## src/rtl/instr_decode_stage.sv

```systemverilog
// MIPS decode to a one-hot class, buffered in a 2-entry FIFO; 1-cycle latency when empty.
// in_ready drops only when both slots are held and downstream is not taking one this cycle.

module instr_decode_fifo2 #(
   parameter int W = 8
) (
   input  logic         clk,
   input  logic         rst_n,
   input  logic         push_i,
   input  logic         pop_i,
   input  logic [W-1:0] wdat_i,
   output logic [W-1:0] rdat_o,
   output logic [1:0]   cnt_o
);

   logic [W-1:0] mem_q [2];
   logic         wr_ptr_q;
   logic         rd_ptr_q;
   logic [1:0]   cnt_q;

   // Caller never pushes when full or pops when empty.
   always_ff @(posedge clk or negedge rst_n) begin
      if (!rst_n) begin
         mem_q[0] <= '0;
         mem_q[1] <= '0;
         wr_ptr_q <= 1'b0;
         rd_ptr_q <= 1'b0;
         cnt_q    <= 2'd0;
      end else begin
         if (push_i) begin
            mem_q[wr_ptr_q] <= wdat_i;
            wr_ptr_q        <= ~wr_ptr_q;
         end
         if (pop_i) begin
            rd_ptr_q <= ~rd_ptr_q;
         end
         cnt_q <= cnt_q + 2'(push_i) - 2'(pop_i);
      end
   end

   assign rdat_o = mem_q[rd_ptr_q];
   assign cnt_o  = cnt_q;

endmodule

module instr_decode_stage #(
   parameter int EXT_EN = 1,
   parameter int CNT_W  = 16
) (
   input  logic             clk,
   input  logic             rst_n,
   input  logic             in_valid,
   output logic             in_ready,
   input  logic [31:0]      instr_in,
   input  logic [31:0]      pc_in,
   output logic             out_valid,
   input  logic             out_ready,
   output logic [63:0]      dec_onehot,
   output logic [31:0]      instr_out,
   output logic [31:0]      pc_out,
   output logic             illegal,
   input  logic             cnt_clr,
   output logic [CNT_W-1:0] dec_cnt,
   output logic [CNT_W-1:0] ill_cnt
);

   localparam int         EW       = 64 + 1 + 32 + 32;
   localparam logic [6:0] NO_MATCH = 7'h7f;

   logic [5:0]       op;
   logic [5:0]       funct;
   logic [6:0]       idx;
   logic [63:0]      dec_d;
   logic             ill_d;
   logic             push;
   logic             pop;
   logic [1:0]       occ;
   logic [EW-1:0]    rdat;
   logic             rdy_q;
   logic [CNT_W-1:0] dec_cnt_q, dec_cnt_d;
   logic [CNT_W-1:0] ill_cnt_q, ill_cnt_d;

   assign op    = instr_in[31:26];
   assign funct = instr_in[5:0];

   always_comb begin
      idx = NO_MATCH;
      if (op == 6'h00) begin
         case (funct)
            6'h20: idx = 7'd0;
            6'h21: idx = 7'd1;
            6'h22: idx = 7'd2;
            6'h23: idx = 7'd3;
            6'h24: idx = 7'd4;
            6'h25: idx = 7'd5;
            6'h26: idx = 7'd6;
            6'h27: idx = 7'd7;
            6'h2a: idx = 7'd8;
            6'h2b: idx = 7'd9;
            6'h00: idx = 7'd10;
            6'h02: idx = 7'd11;
            6'h03: idx = 7'd12;
            6'h04: idx = 7'd13;
            6'h06: idx = 7'd14;
            6'h07: idx = 7'd15;
            6'h08: idx = 7'd16;
            6'h09: idx = 7'd31;
            6'h18: idx = 7'd32;
            6'h19: idx = 7'd33;
            6'h1a: idx = 7'd34;
            6'h1b: idx = 7'd35;
            6'h10: idx = 7'd36;
            6'h12: idx = 7'd37;
            6'h11: idx = 7'd38;
            6'h13: idx = 7'd39;
            6'h0c: idx = 7'd40;
            6'h0d: idx = 7'd41;
            default: idx = NO_MATCH;
         endcase
      end else begin
         case (op)
            6'h08: idx = 7'd17;
            6'h09: idx = 7'd18;
            6'h0c: idx = 7'd19;
            6'h0d: idx = 7'd20;
            6'h0e: idx = 7'd21;
            6'h23: idx = 7'd22;
            6'h2b: idx = 7'd23;
            6'h04: idx = 7'd24;
            6'h05: idx = 7'd25;
            6'h0a: idx = 7'd26;
            6'h0b: idx = 7'd27;
            6'h0f: idx = 7'd28;
            6'h02: idx = 7'd29;
            6'h03: idx = 7'd30;
            6'h20: idx = 7'd42;
            6'h24: idx = 7'd43;
            6'h21: idx = 7'd44;
            6'h25: idx = 7'd45;
            6'h28: idx = 7'd46;
            6'h29: idx = 7'd47;
            default: idx = NO_MATCH;
         endcase
      end
      // Extended classes start at bit 31 and vanish entirely when disabled.
      dec_d = '0;
      if (idx != NO_MATCH && (EXT_EN != 0 || idx < 7'd31)) begin
         dec_d[idx[5:0]] = 1'b1;
      end
      ill_d = ~|dec_d;
   end

   assign out_valid = (occ != 2'd0);
   assign in_ready  = rdy_q & ((occ != 2'd2) | out_ready);
   assign push      = in_valid & in_ready;
   assign pop       = out_valid & out_ready;

   instr_decode_fifo2 #(.W(EW)) u_fifo (
      .clk    (clk),
      .rst_n  (rst_n),
      .push_i (push),
      .pop_i  (pop),
      .wdat_i ({dec_d, ill_d, instr_in, pc_in}),
      .rdat_o (rdat),
      .cnt_o  (occ)
   );

   assign {dec_onehot, illegal, instr_out, pc_out} = rdat;

   always_comb begin
      dec_cnt_d = dec_cnt_q;
      ill_cnt_d = ill_cnt_q;
      if (cnt_clr) begin
         dec_cnt_d = '0;
         ill_cnt_d = '0;
      end else if (pop) begin
         if (dec_cnt_q != '1) dec_cnt_d = dec_cnt_q + CNT_W'(1);
         if (illegal && ill_cnt_q != '1) ill_cnt_d = ill_cnt_q + CNT_W'(1);
      end
   end

   // rdy_q holds in_ready low until the first edge after reset release.
   always_ff @(posedge clk or negedge rst_n) begin
      if (!rst_n) begin
         rdy_q     <= 1'b0;
         dec_cnt_q <= '0;
         ill_cnt_q <= '0;
      end else begin
         rdy_q     <= 1'b1;
         dec_cnt_q <= dec_cnt_d;
         ill_cnt_q <= ill_cnt_d;
      end
   end

   assign dec_cnt = dec_cnt_q;
   assign ill_cnt = ill_cnt_q;

endmodule

```

## config.mk

```make
export PLATFORM = sky130hd
export DESIGN_NAME = instr_decode_stage
export DESIGN_NICKNAME = d
export VERILOG_FILES = /design/src/rtl/instr_decode_stage.sv
export SDC_FILE = /design/constraint.sdc
export NUM_CORES = 1
export LEC_CHECK = 0
export CAP_MARGIN = 20
export CORE_MARGIN = 1
export CORE_UTILIZATION = 48
export DETAILED_ROUTE_END_ITERATION = 10
export GPL_ROUTABILITY_DRIVEN = 0
export PLACE_DENSITY = 0.76
export SYNTH_ARGS = -nofsm -noshare
export SYNTH_HDL_FRONTEND = slang
export SYNTH_SLANG_ARGS = --single-unit
```

## constraint.sdc

```tcl
create_clock -name clk -period 2.1 [get_ports clk]
set_input_delay 0.42 -clock clk [delete_from_list [all_inputs] [get_ports clk]]
set_output_delay 0.42 -clock clk [all_outputs]
set_load 0.01 [all_outputs]
```

Yosys cells after proc, flatten, opt, wreduce, memory -nomap -nowiden

Memories as Yosys holds them, arrays and structs flattened.
Cells that the tools add are included.

Register bits: 295
ROM bits: 896
Bits of input ports: 69
Output and inout port bits: 163
Logic and storage cells: 59
Memories: 2

Memories:

| memory          | depth | width | read ports | clocked after memory_dff | wr ports | RTL line | text |
|---|---|---|---|---|---|---|---|
| (no name shown) | 64    | 7     | 1          | 0                        | 0        | 89       | `case (funct)` |
| (no name shown) | 64    | 7     | 1          | 0                        | 0        | 121      | `case (op)` |

$add $sub $neg: 4
$lt $le $gt $ge: 5
Eq/ne operators: 4
Multiplexer cells: 16
Bitwise logic cells: 8
Reductions and logical operators: 12

Operators with widths:

| operator                                                           | number |
|---|---|
| two-way mux 129 bit                                                | 4 |
| bitwise mux 258 bit                                                | 1 |
| demux 129 bit (select 1 bit)                                       | 1 |
| two-way mux 16 bit                                                 | 6 |
| two-way mux 64 bit                                                 | 1 |
| OR reduction 64 bit                                                | 1 |
| adder 16 x 1 -> 16 bit (second input constant)                     | 2 |
| != test 16 bit (second input constant)                             | 2 |
| nonzero test 2 bit                                                 | 4 |
| less-than comparator 6 x 7 -> 1 bit (second input constant)        | 1 |
| two-way mux 7 bit                                                  | 1 |
| != test 7 bit (second input constant)                              | 1 |
| demux 1 bit (select 6 bit)                                         | 1 |
| greater-or-equal comparator 6 x 1 -> 1 bit (second input constant) | 1 |
| zero test 6 bit                                                    | 1 |
| greater-or-equal comparator 2 bit (second input constant)          | 2 |
| inverter 1 -> 2 bit                                                | 2 |
| AND reduction 2 bit                                                | 2 |
| AND 1 bit                                                          | 3 |
| logical AND 1 bit                                                  | 3 |
| adder 2 x 1 -> 2 bit                                               | 1 |
| less-than comparator 2 x 1 -> 1 bit (second input constant)        | 1 |
| != test 2 bit (second input constant)                              | 1 |
| inverter 1 bit                                                     | 2 |
| 4 further kinds                                                    | 4 |

Depth between registers and ports, before layout

Word-level depth: 10
Depth in mapped cells: 10

Cells and area by module

A second synthesis with hierarchy kept.

Cells, all modules: 1,099
Area, all modules: 15,078.2 um^2

Modules (own cells, without submodules):

| module             | instances | cells an instance | area each (um^2) | seq. area each (um^2) |
|---|---|---|---|---|
| instr_decode_fifo2 | 1         | 701               | 11,762.5         | 6,556.3 |
| instr_decode_stage | 1         | 398               | 3,315.7          | 825.8 |

Worst setup path before layout

Ideal clock, no wire load.

Path type: input to register
Start point: input port instr_in[27]
End point: register u_fifo.mem_q[226] (netlist name)
Library setup time: 0.074 ns
Data arrival time: 2.402 ns
Required time: 2.026 ns
Path slack: -0.376 ns
Stages: 9
Cell sequence: inv_1 -> ha_1 -> or3b_1 -> a211o_1 -> nand2_4 -> nand2_4 -> or4_1 -> buf_6 -> o21ai_2

Word-level cells in the longest chain between the ends: 8
Elaborated cells on any way between the ends: 11

Ends and longest elaborated chain:

| item                                                                                                                    | RTL line | text |
|---|---|---|
| from (decl)                                                                                                             | 54       | `input logic [31:0] instr_in,` |
| memory read (64 x 7 bit) or zero test 6 bit (tied branches)                                                             | n/a      |  |
| two-way mux 7 bit (*)                                                                                                   | 88       | `if (op == 6'h00) begin` |
| less-than comparator 6 x 7 -> 1 bit (not written as such) or greater-or-equal comparator 6 x 1 -> 1 bit (tied branches) | 148      | `dec_d[idx[5:0]] = 1'b1;` |
| logical AND 1 bit (not written as such)                                                                                 | 148      |  |
| two-way mux 1 bit (not written as such)                                                                                 | 148      |  |
| demux 1 bit (select 6 bit)                                                                                              | 148      |  |
| two-way mux 64 bit (*)                                                                                                  | 147      | `if (idx != NO_MATCH && (EXT_EN != 0 \|\| idx < 7'd31)) begin` |
| bitwise mux 258 bit (*)                                                                                                 | 31       | `mem_q[wr_ptr_q] <= wdat_i;` |
| to (signal, indexed assignment)                                                                                         | 31       |  |
| to (decl)                                                                                                               | 16       | `logic [W-1:0] mem_q [2];` |

Mark *: on every way between the ends. The rest lies on a longest branch, timed or not.
A chain may end at the register's enable or synchronous reset.

Final worst setup path

Start point: register u_fifo.rd_ptr_q
End point: output port dec_onehot[47]

Word-level cells in the longest chain between the ends: 4

Ends and longest elaborated chain:

| item                                                   | RTL line | text |
|---|---|---|
| from (decl)                                            | 18       | `logic rd_ptr_q;` |
| from (signal assigned)                                 | 35       | `rd_ptr_q <= ~rd_ptr_q;` |
| inverter 1 -> 2 bit (not written as such)              | 41       | `assign rdat_o = mem_q[rd_ptr_q];` |
| two-way mux 129 bit (not written as such) (3 in a row) | 41       |  |
| to (decl)                                              | 58       | `output logic [63:0] dec_onehot,` |

No other way between the ends. The select of a mux whose other input is x is not followed.

==> reports/metrics.csv <==
stage;metric;value;unit
flow_run;maxCapViolCount;0;
grt;grt_pass1_vias;11600;
die;coreArea;0.0278;mm²
setup_path;path_buf_inv;3;
sta;fin_skew;0.0166;ns
clock_tree;cts_inserted_buffers;34;
pwr;comb_power_share;41.3;%
grt;grt_first_pass_wirelength;61100;µm
sta;rsz0062_at_grt;true;
die;initial_utilization;48.9;%
pwr;clkPwrFrac;24.9;%
final_layout;fillers;1882;
yosys;synth_nets;1379;
routing;post-route-drc-count;0;
routing;first_pass_iters;5;
setup_path;slowest_delay;0.44;ns
clock_tree;cts_max_level;2;
yosys;netlist_area;0.0136;mm²
yosys;syn_avg_cell_area;10.5;µm²
grt;grt_max_degree;71;
yosys;synth_seq_cells;295;
clock_tree;cts_buffer_depth;3;
final_layout;drive_gt1_share;40.4;%
final_layout;nets;1770;
pwr;irDropWorstVdd;0.00133;V
pwr;p_leak;9.46;nW
yosys;ys_warn_count;0;
die;num_rows;61;
routing;wl_per_cell;19.2;µm
setup_path;path_cells;buf_12 -> buf_16 -> mux2_2 -> clkdlybuf4s15_2;
setup_path;cp_max_fo;10;
die;chipHeight;170;µm
pwr;swShare;30.7;%
yosys;synth_edf_count;0;
yosys;synth-async-reset-ratio;100;%
yosys;synth_flop_cell;dfrtp_1;
placed_design;place_ws;-0.789;ns
routing;vias;11500;
sta;timing.fmax;429;MHz
setup_path;worstSetupPathType;flip-flop to output port;
pwr;p_sw;7.17;mW
sta;maxSlewViolCount;0;
yosys;synth_cell_types;60;
sta;finalSetupViolCount;134;
grt;grt_use_total;27.0;%
final_layout;finalNonFillerCells;2085;
grt;globalRouteOverflowTotal;0;
yosys;synthCells;1293;
clock_tree;clock-sinks;295;
setup_path;cp.arrival;1.91;ns
clock_tree;cts_tree;built;
sta;fin_ws;-0.230;ns
sta;hold_viol;0;
routing;ant_nets;0;
yosys;synth_top_area_cell;dfrtp_1;
status;violations;negative setup slack;
routing;drtIter0Drc;842;
placed_design;dp_hpwl;23900;µm
clock_tree;clockRootBuffer;clkbuf_16;
sta;hold_ws;0.323;ns
routing;wl;40100;µm
setup_path;crit_family;buffers and inverters;
pwr;intPower;16.2;mW
routing;routed_via_density;5.50;
yosys;synth_top_cell_area_share;54.4;%
min_path;min_path_type;primary input to flip-flop;
die;dieArea;0.0290;mm²
die;die_w;170;µm
placed_design;dp_cells;1960;
setup_path;cp.required;1.68;ns
pwr;p_seq_share;33.7;%
final_layout;area_growth;48.0;%
placed_design;io_buffers;231;
sta;period_share;111;%
grt;antenna_found_initial;2;
clock_tree;clk_latency;0.51;ns
yosys;yosysSeqAreaShare;54.4;%
pwr;power.density;1160;mW/mm²
clock_tree;clk_pin_slew;0.07;ns
status;status;complete, but fails checks;
sta;fin_crit;2.33;ns
setup_path;start_kind;flip-flop;
yosys;synth_area_leaders;dfrtp_1 (54%), mux2_2 (15%), nand2_1 (9.1%);
die;boundaryPins;232;
setup_path;crit_path_end_kind;output port;
setup_path;slowest_stage;dfrtp_4;
cell type report:
type	instances	area, µm²	share of cell area, %
Sequential cell	295	7390	36.7
Multi-Input combinational cell	909	6470	32.2
Timing Repair Buffer	429	4620	23.0
Clock buffer	51	1010	5.00
Tap cell	378	473	2.35
Clock inverter	6	83.8	0.417
Inverter	15	63.8	0.317
Antenna cell	2	5.00	0.0249
what timing repair did:
item,4_1_cts,5_1_grt
endpoints found under the hold margin,40,0
resized for setup,698,199
hold buffers,1,0
buffers inserted,30,25
pin swaps,19,50
cloned,12,4
endpoints found under the setup margin,246,253
worst register-to-register path: stages (launching register included):
cell and delay (ns):
dfrtp_4 0.50, buf_12 0.16, buf_6 0.13, buf_6 0.12
mux2i_4 0.19, buf_6 0.12, buf_6 0.11, nor3_4 0.16
nand3_2 0.14, or3_4 0.35, a21oi_2 0.11
power groups by stage:
| stage | Combinational [mW] | Sequential (mW) | Clock, mW |
|---|---|---|---|
| CTS | 8.93 | 7.84 | 5.90 |
| floorplan | 4.09 | 7.67 | 0 |
| finish | 9.65 | 7.88 | 5.82 |
| detailed placement | 7.68 | 7.97 | 0 |
| global placement | 7.56 | 7.87 | 0 |
| global route | 10.3 | 8.03 | 6.14 |
sequential cells by signal, indices dropped and copies added, names as in the netlist:
register and flops:
dec_cnt 16, ill_cnt 16, rdy_q 1, u_fifo.cnt_o 2, u_fifo.mem_q 258, u_fifo.rd_ptr_q 1, u_fifo.wr_ptr_q 1
synth_stat cells (3+ instances only):
library cell  count
a211o_1           3
a21o_1            4
a21oi_1          13
a311oi_1          3
and2_1           15
and3_1            9
and4_1            5
buf_1             6
buf_2             9
buf_6             3
clkbuf_1         54
dfrtp_1         295
ha_1             17
inv_1            15
mux2_2          184
mux2i_1           9
nand2_1         329
nand2b_1          5
nand3_1          30
nand4_1          13
nor2_1           49
nor3_1            8
o21ai_0         119
o21ai_1           4
o21ai_2          16
o31ai_1           4
o41ai_1           3
xnor2_1          10
xor2_1           19
cell usage in the layout, fill, tap and decap left out, types with 8 or more instances in the layout:
| master | n |
|---|---|
| inv_1 | 10 |
| mux2_2 | 160 |
| clkdlybuf4s50_1 | 90 |
| nand3_1 | 15 |
| o21ai_1 | 35 |
| nand3_4 | 8 |
| clkbuf_1 | 9 |
| nand4_1 | 13 |
| o21ai_0 | 53 |
| buf_6 | 143 |
| and2_1 | 15 |
| buf_2 | 10 |
| a21oi_1 | 9 |
| buf_12 | 30 |
| ha_1 | 11 |
| xnor2_1 | 9 |
| buf_4 | 118 |
| nor2_1 | 42 |
| o21ai_2 | 49 |
| clkbuf_16 | 39 |
| clkbuf_2 | 11 |
| mux2_4 | 24 |
| buf_16 | 9 |
| nand2_1 | 328 |
| dfrtp_1 | 294 |
| xor2_1 | 19 |
stage by stage:
stage	setup TNS, ns	instance area [µm²]	power [mW]	util [%]
floorplan	-10.86	13700	11.8	-
global placement	-100.27	17400	15.4	62.8
detailed placement	-107.91	17400	15.6	62.8
CTS	-21.11	19400	22.7	69.7
global route	-25.12	20100	24.4	72.3
finish	-18.27	20100	23.3	72.4
path summary, 6_finish.rpt:
kind / start / endpoint / slack, ns / cells after the start
min reg2reg: u_fifo.mem_q[132] / u_fifo.mem_q[132] / 0.47 / 2
min: instr_in[1] / u_fifo.mem_q[33] / 0.32 / 4
max reg2reg: u_fifo.rd_ptr_q / ill_cnt[12] / -0.07 / 10
max in group asynchronous: rst_n / u_fifo.mem_q[157] / 0.93 / 3
max: u_fifo.rd_ptr_q / dec_onehot[47] / -0.23 / 4
min in group asynchronous: rst_n / ill_cnt[11] / 0.42 / 2
logic make-up (layout without fill, tap and decap cells):
| group | count (synthesis) | in the layout | share of synthesized area [%] |
|---|---|---|---|
| buffers and inverters | 89 | 501 | 2.76 |
| flip-flops | 295 | 295 | 54.4 |
| AO/OA/AOI/OAI | 188 | 188 | 8.33 |
| AND/OR/NAND/NOR | 481 | 481 | 15.1 |
| other | 1 | 3 | 0.0276 |
| multiplexers | 193 | 193 | 15.9 |
| XOR/XNOR | 29 | 29 | 1.87 |
| adder cells (fa/ha/maj) | 17 | 17 | 1.57 |
per-layer routing:
metal / track usage (%) / vias to the layer above / routed length [µm] / share of wire (%)
li1: - / 5201 / - / -
met1: 33.0 / 5758 / 15800 / 39
met2: 47.0 / 421 / 20400 / 51
met3: 5.70 / 93 / 2640 / 6.6
met4: 9.91 / 0 / 1280 / 3.2
met5: 0 / - / 0 / 0
Power figures use the tool's default switching activity.
